$ cat src/rtl/matvec_pkg.sv
// Shared types and default sizing for the matrix-vector MAC sequencer.
package matvec_pkg;
    localparam int DATA_WIDTH_DEF = 8;
    localparam int ROWS_DEF       = 8;
    localparam int COLS_DEF       = 8;
    localparam int ACC_W          = 3 * DATA_WIDTH_DEF;

    typedef enum logic [2:0] {
        IDLE,
        CLEAR,
        RUN,
        DRAIN,
        CAPTURE
    } mv_state_t;

    function automatic int acc_width(input int data_width);
        return 3 * data_width;
    endfunction
endpackage

$ cat src/rtl/matvec_ctrl.sv
// Sequences lock-step A-row/B FIFO reads into a MAC bank and captures the results.
// Reads stall as a group whenever any source FIFO is empty.
module matvec_ctrl
    import matvec_pkg::*;
#(
    parameter int DATA_WIDTH = DATA_WIDTH_DEF,
    parameter int ROWS       = ROWS_DEF,
    parameter int COLS       = COLS_DEF
) (
    input  logic                                   clk,
    input  logic                                   rst_n,
    input  logic                                   start,
    input  logic                                   abort,
    input  logic [ROWS-1:0]                        a_empty,
    input  logic                                   b_empty,
    output logic [ROWS:0]                          fifo_rd_en,
    output logic                                   mac_clr,
    output logic [ROWS-1:0]                        mac_en,
    input  logic [ROWS*acc_width(DATA_WIDTH)-1:0]  mac_c,
    output logic [ROWS*acc_width(DATA_WIDTH)-1:0]  res,
    output logic                                   res_valid,
    output logic                                   busy,
    output logic                                   done
);
    localparam int CW = $clog2(COLS + 1);

    mv_state_t     state;
    logic [CW-1:0] cnt;
    logic          en_q;
    logic          fire;

    // Read strobes must coincide with the empty flags, so fire stays combinational.
    assign fire       = (state == RUN) && !abort && !(|a_empty) && !b_empty;
    assign fifo_rd_en = {(ROWS + 1){fire}};
    // FIFO data appears one cycle after the read, hence the delayed enable.
    assign mac_en     = {ROWS{en_q}};

    always_ff @(posedge clk or negedge rst_n) begin
        if (!rst_n) begin
            state     <= IDLE;
            cnt       <= '0;
            en_q      <= 1'b0;
            mac_clr   <= 1'b0;
            res       <= '0;
            res_valid <= 1'b0;
            busy      <= 1'b0;
            done      <= 1'b0;
        end else begin
            en_q    <= fire;
            mac_clr <= 1'b0;
            done    <= 1'b0;
            if (abort) begin
                state <= IDLE;
                busy  <= 1'b0;
                en_q  <= 1'b0;
            end else begin
                case (state)
                    IDLE: begin
                        if (start) begin
                            state     <= CLEAR;
                            res_valid <= 1'b0;
                            mac_clr   <= 1'b1;
                            busy      <= 1'b1;
                        end
                    end
                    CLEAR: begin
                        cnt   <= '0;
                        state <= RUN;
                    end
                    RUN: begin
                        if (fire) begin
                            cnt <= cnt + CW'(1);
                            if (cnt == CW'(COLS - 1)) begin
                                state <= DRAIN;
                            end
                        end
                    end
                    DRAIN: begin
                        state <= CAPTURE;
                    end
                    CAPTURE: begin
                        res       <= mac_c;
                        res_valid <= 1'b1;
                        done      <= 1'b1;
                        busy      <= 1'b0;
                        state     <= IDLE;
                    end
                    default: begin
                        state <= IDLE;
                        busy  <= 1'b0;
                    end
                endcase
            end
        end
    end
endmodule

$ cat config.mk
export PLATFORM = sky130hd
export DESIGN_NAME = matvec_ctrl
export DESIGN_NICKNAME = d
export VERILOG_FILES = /design/src/rtl/matvec_pkg.sv /design/src/rtl/matvec_ctrl.sv
export SDC_FILE = /design/constraint.sdc
export NUM_CORES = 1
export LEC_CHECK = 0
export ABC_CLOCK_PERIOD_IN_PS = 1600
export CAP_MARGIN = 25
export CORE_AREA = 3 3 161 163
export DETAILED_ROUTE_END_ITERATION = 8
export DIE_AREA = 0 0 164 166
export HOLD_SLACK_MARGIN = 0.15
export PLACE_DENSITY = 0.7
export SKIP_CTS_REPAIR_TIMING = 1
export SYNTH_ARGS = -nofsm -noshare
export SYNTH_HDL_FRONTEND = slang
export SYNTH_SLANG_ARGS = --single-unit
export TNS_END_PERCENT = 10
$ cat constraint.sdc
create_clock -name clk -period 1.6 [get_ports clk]
set_input_delay 0.32 -clock clk [delete_from_list [all_inputs] [get_ports clk]]
set_output_delay 0.32 -clock clk [all_outputs]
set_load 0.01 [all_outputs]
# --- Word level (Yosys, flattened, before mapping) ---
# Index checks and enable logic that the tools add are counted.
classes:
  n_mux: 18
  addsub: 1
  bitwise_logic: 1
  eq_ne: 11
  reduce_logical: 16
op_table:
  columns: ["operator", "n"]
  rows:
  - ["3-bit two-way mux", 4]
  - ["3-bit one-hot mux with 4 select lines", 1]
  - ["1-bit two-way mux", 9]
  - ["3-bit AND reduction", 3]
  - ["4-bit one-hot mux with 2 select lines", 1]
  - ["8-bit OR reduction", 1]
  - ["3-bit by 2-bit == test with 1-bit output (second input constant)", 2]
  - ["3-bit != test (second input constant)", 2]
  - ["4-bit by 1-bit adder with 4-bit output (second input constant)", 1]
  - ["4-bit by 3-bit == test with 1-bit output (second input constant)", 1]
  - ["4-bit two-way mux", 1]
  - ["2-bit != test (second input constant)", 2]
  - ["1-bit one-hot mux with 2 select lines", 2]
  - ["2-bit AND reduction", 2]
  - ["2-bit nonzero test", 2]
  - ["3-bit by 1-bit == test with 1-bit output (second input constant)", 1]
  - ["3-bit == test (second input constant)", 1]
  - ["1-bit logical AND", 3]
  - ["1-bit zero test", 3]
  - ["3-bit zero test", 1]
  - ["3-bit by 2-bit != test with 1-bit output (second input constant)", 1]
  - ["3-bit OR reduction", 1]
  - ["2-bit by 1-bit != test with 1-bit output (second input constant)", 1]
  - ["1-bit inverter", 1]
word_totals:
  out_inout_bits: 213
  in_bits: 205
  ff_bits: 204
  elab_cells: 55

# --- Longest topological paths before layout ---
depth:
  ltp_word: 7
  ltp_mapped: 5
  ltp_nobuf: 5

# --- Least setup slack after synthesis ---
# OpenSTA, ideal clock, no wires.
synth_timing:
  path_type: "flip-flop to flip-flop"
  start: "register state[1]"
  end: "register res[100]"
  stages_incl_launch_ff: 6
  path_buffers: 3
  setup_ns: 0.127
  path_slack_ns: -0.089
  t_required_ns: 1.473
  arrival_time_ns: 1.561
  path_cell_list: "dfrtp_1 buf_4 nor4b_4 buf_2 buf_6 mux2_1"
synth_between:
  elab_chain_cells: 2
synth_lines:
  columns: ["item", "line_no", "rtl"]
  rows:
  - ["start: declaration", "matvec_ctrl.sv:27", "mv_state_t state;"]
  - ["start signal: assignment", "matvec_ctrl.sv:40", "state <= IDLE;"]
  - ["start signal: assignment", "matvec_ctrl.sv:53", "state <= IDLE;"]
  - ["start signal: assignment", "matvec_ctrl.sv:60", "state <= CLEAR;"]
  - ["3-bit == test", "matvec_ctrl.sv:57", "case (state)"]
  - ["2-bit AND reduction (no source line)", null, null]
  - ["end signal: assignment", "matvec_ctrl.sv:82", "res <= mac_c;"]
  - ["end: declaration", "matvec_ctrl.sv:20", "output logic [ROWS*acc_width(DATA_WIDTH)-1:0] res,"]
# Every way passes these cells.
# A chain may end at the register's enable or synchronous reset.

# --- Worst setup path in the final report ---
layout_timing:
  start: "input port a_empty[4]"
  end: "output port fifo_rd_en[0]"
layout_between:
  elab_chain_cells: 4
layout_lines:
  columns: ["item", "line_no", "rtl"]
  rows:
  - ["start: declaration", "matvec_ctrl.sv:14", "input logic [ROWS-1:0] a_empty,"]
  - ["8-bit OR reduction", "matvec_ctrl.sv:33", "assign fire = (state == RUN) && !abort && !(|a_empty) && !b_empty;"]
  - ["1-bit zero test", "matvec_ctrl.sv:33", null]
  - ["1-bit logical AND (2 in a row)", "matvec_ctrl.sv:33", null]
  - ["end: declaration", "matvec_ctrl.sv:16", "output logic [ROWS:0] fifo_rd_en,"]
# Every way passes these cells.

==> results.yml <==
critical_path:
  startpoint_type: "input port"
  timing.rr.end: "res[21]$_DFFE_PN0P_"
  path_cells: "clkdlybuf4s50_1 -> nor4_2 -> and4_4 -> buf_6 -> buf_6"
  cpMostUsedCell: "buf_6"
  worst_setup_path_end_kind: "output pin"
  cp.required_ps: 1280
  regToRegSetupSlack_ps: -330
  timing.rr.start: "state[0]$_DFFE_PN0P_"
  cp_max_fo: 5
  arrival_ps: 1690
  critical_path_class: "input port to output pin"
  cp_slowest_cell: "nor4_2"
  critPathLaunch: "a_empty[4]"
  critical_path.max_stage_delay_ps: 430
  reg2reg_depth: 5
finish:
  fillers: 1908
  regArea_sq_um: 5106
  multi_input_area_sq_um: 2721
  final_nets: 1125
  n_antenna_cell: 0
  utilization_pct: 58.10
  layout-drive-gt1-share_pct: 27.07
  syn2layout_area_growth_pct: 81.24
synth:
  yosys-top-cells-area: "dfrtp_1 (65%), mux2_2 (18%), mux2_1 (10%)"
  synth_cells: 473
  synth.largest_area_cell: "dfrtp_1"
  synth-main-ff-cell: "dfrtp_1"
  netlist.area_leader.share_pct: 65.09
  avgSynthCellArea_sq_um: 16.58
  ys_seq_elements: 204
  seq_area_frac_synth_pct: 65.09
  synth_enable_flop_cells: 0
  syn_nets: 679
  synthTopCellsByCount: "dfrtp_1 (204), mux2_2 (122), mux2_1 (70)"
  synth_area_sq_um: 7843
  async_flop_share_pct: 100.0
  synth.most_common_cell: "dfrtp_1"
  ys_types: 32
  yosys_warnings: 0
power_and_ir_drop:
  pwr-share-seq_pct: 43.3
  powerDensity_nw_per_um2: 1020
  comb_power_share_pct: 23.6
  p_total_mw: 14.50
  power_frac_clock_pct: 33.1
  intPower_mw: 10.89
  peakVddDrop_mv: 0.6805
  p_leak_nw: 9.655
  power.switching_mw: 3.612
  netSwitchingFraction_pct: 24.91
timing:
  period_needed_ps: 2010
  setup_viol: 203
  setup_tns_ps: -58040
  slew_violations: 0
  finClkSkew_ps: 15.78
  holdWs_ps: 283.3
  setup_slack_ps: -410.4
  final-hold-violation-count: 0
  tightest_slew_ps: 404.6
  rsz0062_at_grt: "yes"
  finalCritPeriodShare_pct: 125.6
  relSlewSlack_pct: 72.80
  fmax_ghz: 0.4974
place:
  dp_slack_ps: -838.4
  port_buffers: 417
  gp_congestion: 0.7768
  dp_hpwl_um: 17120
cts:
  worstSkewPairLatency_ps: 510
  cts_sinks: 204
  cts_tree: "done"
  cts_root_buf: "clkbuf_16"
  clk_pin_slew_ps: 70
  cts_max_level: 1
  cts_buffers: 23
  clock_path_buffers: 3
floorplan:
  start_util_pct: 32.06
  rows: 57
  dieArea_sq_um: 27220
  dieHeight_um: 166
  pin_count: 418
  die_w_um: 164
  core-area_sq_um: 24460
detailed_routing:
  vias_per_cell: 4.498
  drtIter0Drc: 231
  drt-pass1-iter-count: 4
  avgRoutedWirePerCell_um: 19.48
  vias: 5645
  wl_um: 24450
  drc: 0
  ant_nets: 0
run_status:
  violations: "negative setup slack"
  outcome: "finished with violations"
global_route:
  grtUsageMet3_pct: 5.912
  grt_start_max_net_pins: 55
  antenna_found_initial: 0
  grt_pass1_vias: 5979
  grt_pass1_wl_um: 33950
  gr-usage-met2_pct: 29.21
  grt_overflow: 0
  grt.busiest_layer: "met2"
  track_usage_pct: 15.73
  met1_usage_pct: 16.40
worst_hold_path:
  min_path_type: "input port to asynchronous set/reset pin"
job:
  drv_cap: 0
## power by group through the flow
stage               logic (mW)  registers, mW  clock network (mW)
floorplan                0.670           6.71                   0
global placement          3.40           6.36                   0
detailed placement        3.43           6.39                   0
CTS                       3.45           6.31                4.97
global route              3.62           6.38                5.18
finish                    3.42           6.28                4.80
## placed cells by master (no fill, tap or decap), types with 2 or more instances in the layout
cell,netlist,routed
buf_2,5,3
mux2_2,122,93
clkinv_2,0,2
clkbuf_1,0,7
mux2_4,0,71
nand4_1,2,2
nand2_1,2,2
buf_12,0,12
buf_4,28,16
inv_1,2,2
dlymetal6s2s_1,0,206
buf_8,0,2
nor2_1,5,5
clkbuf_2,0,2
clkbuf_16,0,30
clkbuf_8,0,4
nor4b_4,1,2
nand3_1,2,2
mux2_1,70,28
dfrtp_1,204,203
and4_4,0,2
buf_6,7,7
clkdlybuf4s50_1,0,203
## flip-flops by register name, indices dropped and copies added (netlist names)
register   cells
busy           1
cnt            4
done           1
en_q           1
mac_clr        1
res          192
res_valid      1
state          3
## logic make-up after synthesis
group / Yosys count / share of synthesized area, %
AOI/OAI and AO/OA: 8 / 0.6702
xor gates and xnor gates: 2 / 0.2234
adders and majority gates: 1 / 0.1595
buffers and inverters: 42 / 4.100
DFF: 204 / 65.09
muxes: 192 / 27.57
and+or+nand+nor: 24 / 2.186
## per-layer routing
| layer | wire (um) | vias up |
|---|---|---|
| li1 | - | 2550 |
| met2 | 12760 | 272 |
| met5 | 0 | - |
| met3 | 2348 | 35 |
| met1 | 8799 | 2788 |
| met4 | 545 | 0 |
## how the worst max path moves through the flow
stage | endpoint | depth (start not counted)
detailed placement | fifo_rd_en[0] | 4
finish | fifo_rd_en[0] | 5
CTS | fifo_rd_en[0] | 3
floorplan | res[170]$_DFFE_PN0P_ | 5
global placement | fifo_rd_en[0] | 4
global route | fifo_rd_en[6] | 4
## cell type report
type,count,area share [%]
tap,324,2.852
clock buffer,33,4.525
timing repair buffer,460,37.31
multi-input combinational,228,19.15
clock inverter,4,0.1937
sequential,204,35.92
inverter,2,0.05282
## critical path, delay by kind of cell
family,cells,cell delay [ps]
buf+inv,3,600
simple gates,2,760
## per-stage QoR
| step | cell area, sq um | instances |
|---|---|---|
| 6_report | 14210 | 1255 |
| 5_1_grt | 14210 | 1255 |
| 3_3_place_gp | 12490 | 1200 |
| 4_1_cts | 13160 | 1237 |
| 3_5_place_dp | 12490 | 1200 |
| 2_1_floorplan | 7908 | 473 |
(Power assumes the default switching activity.)
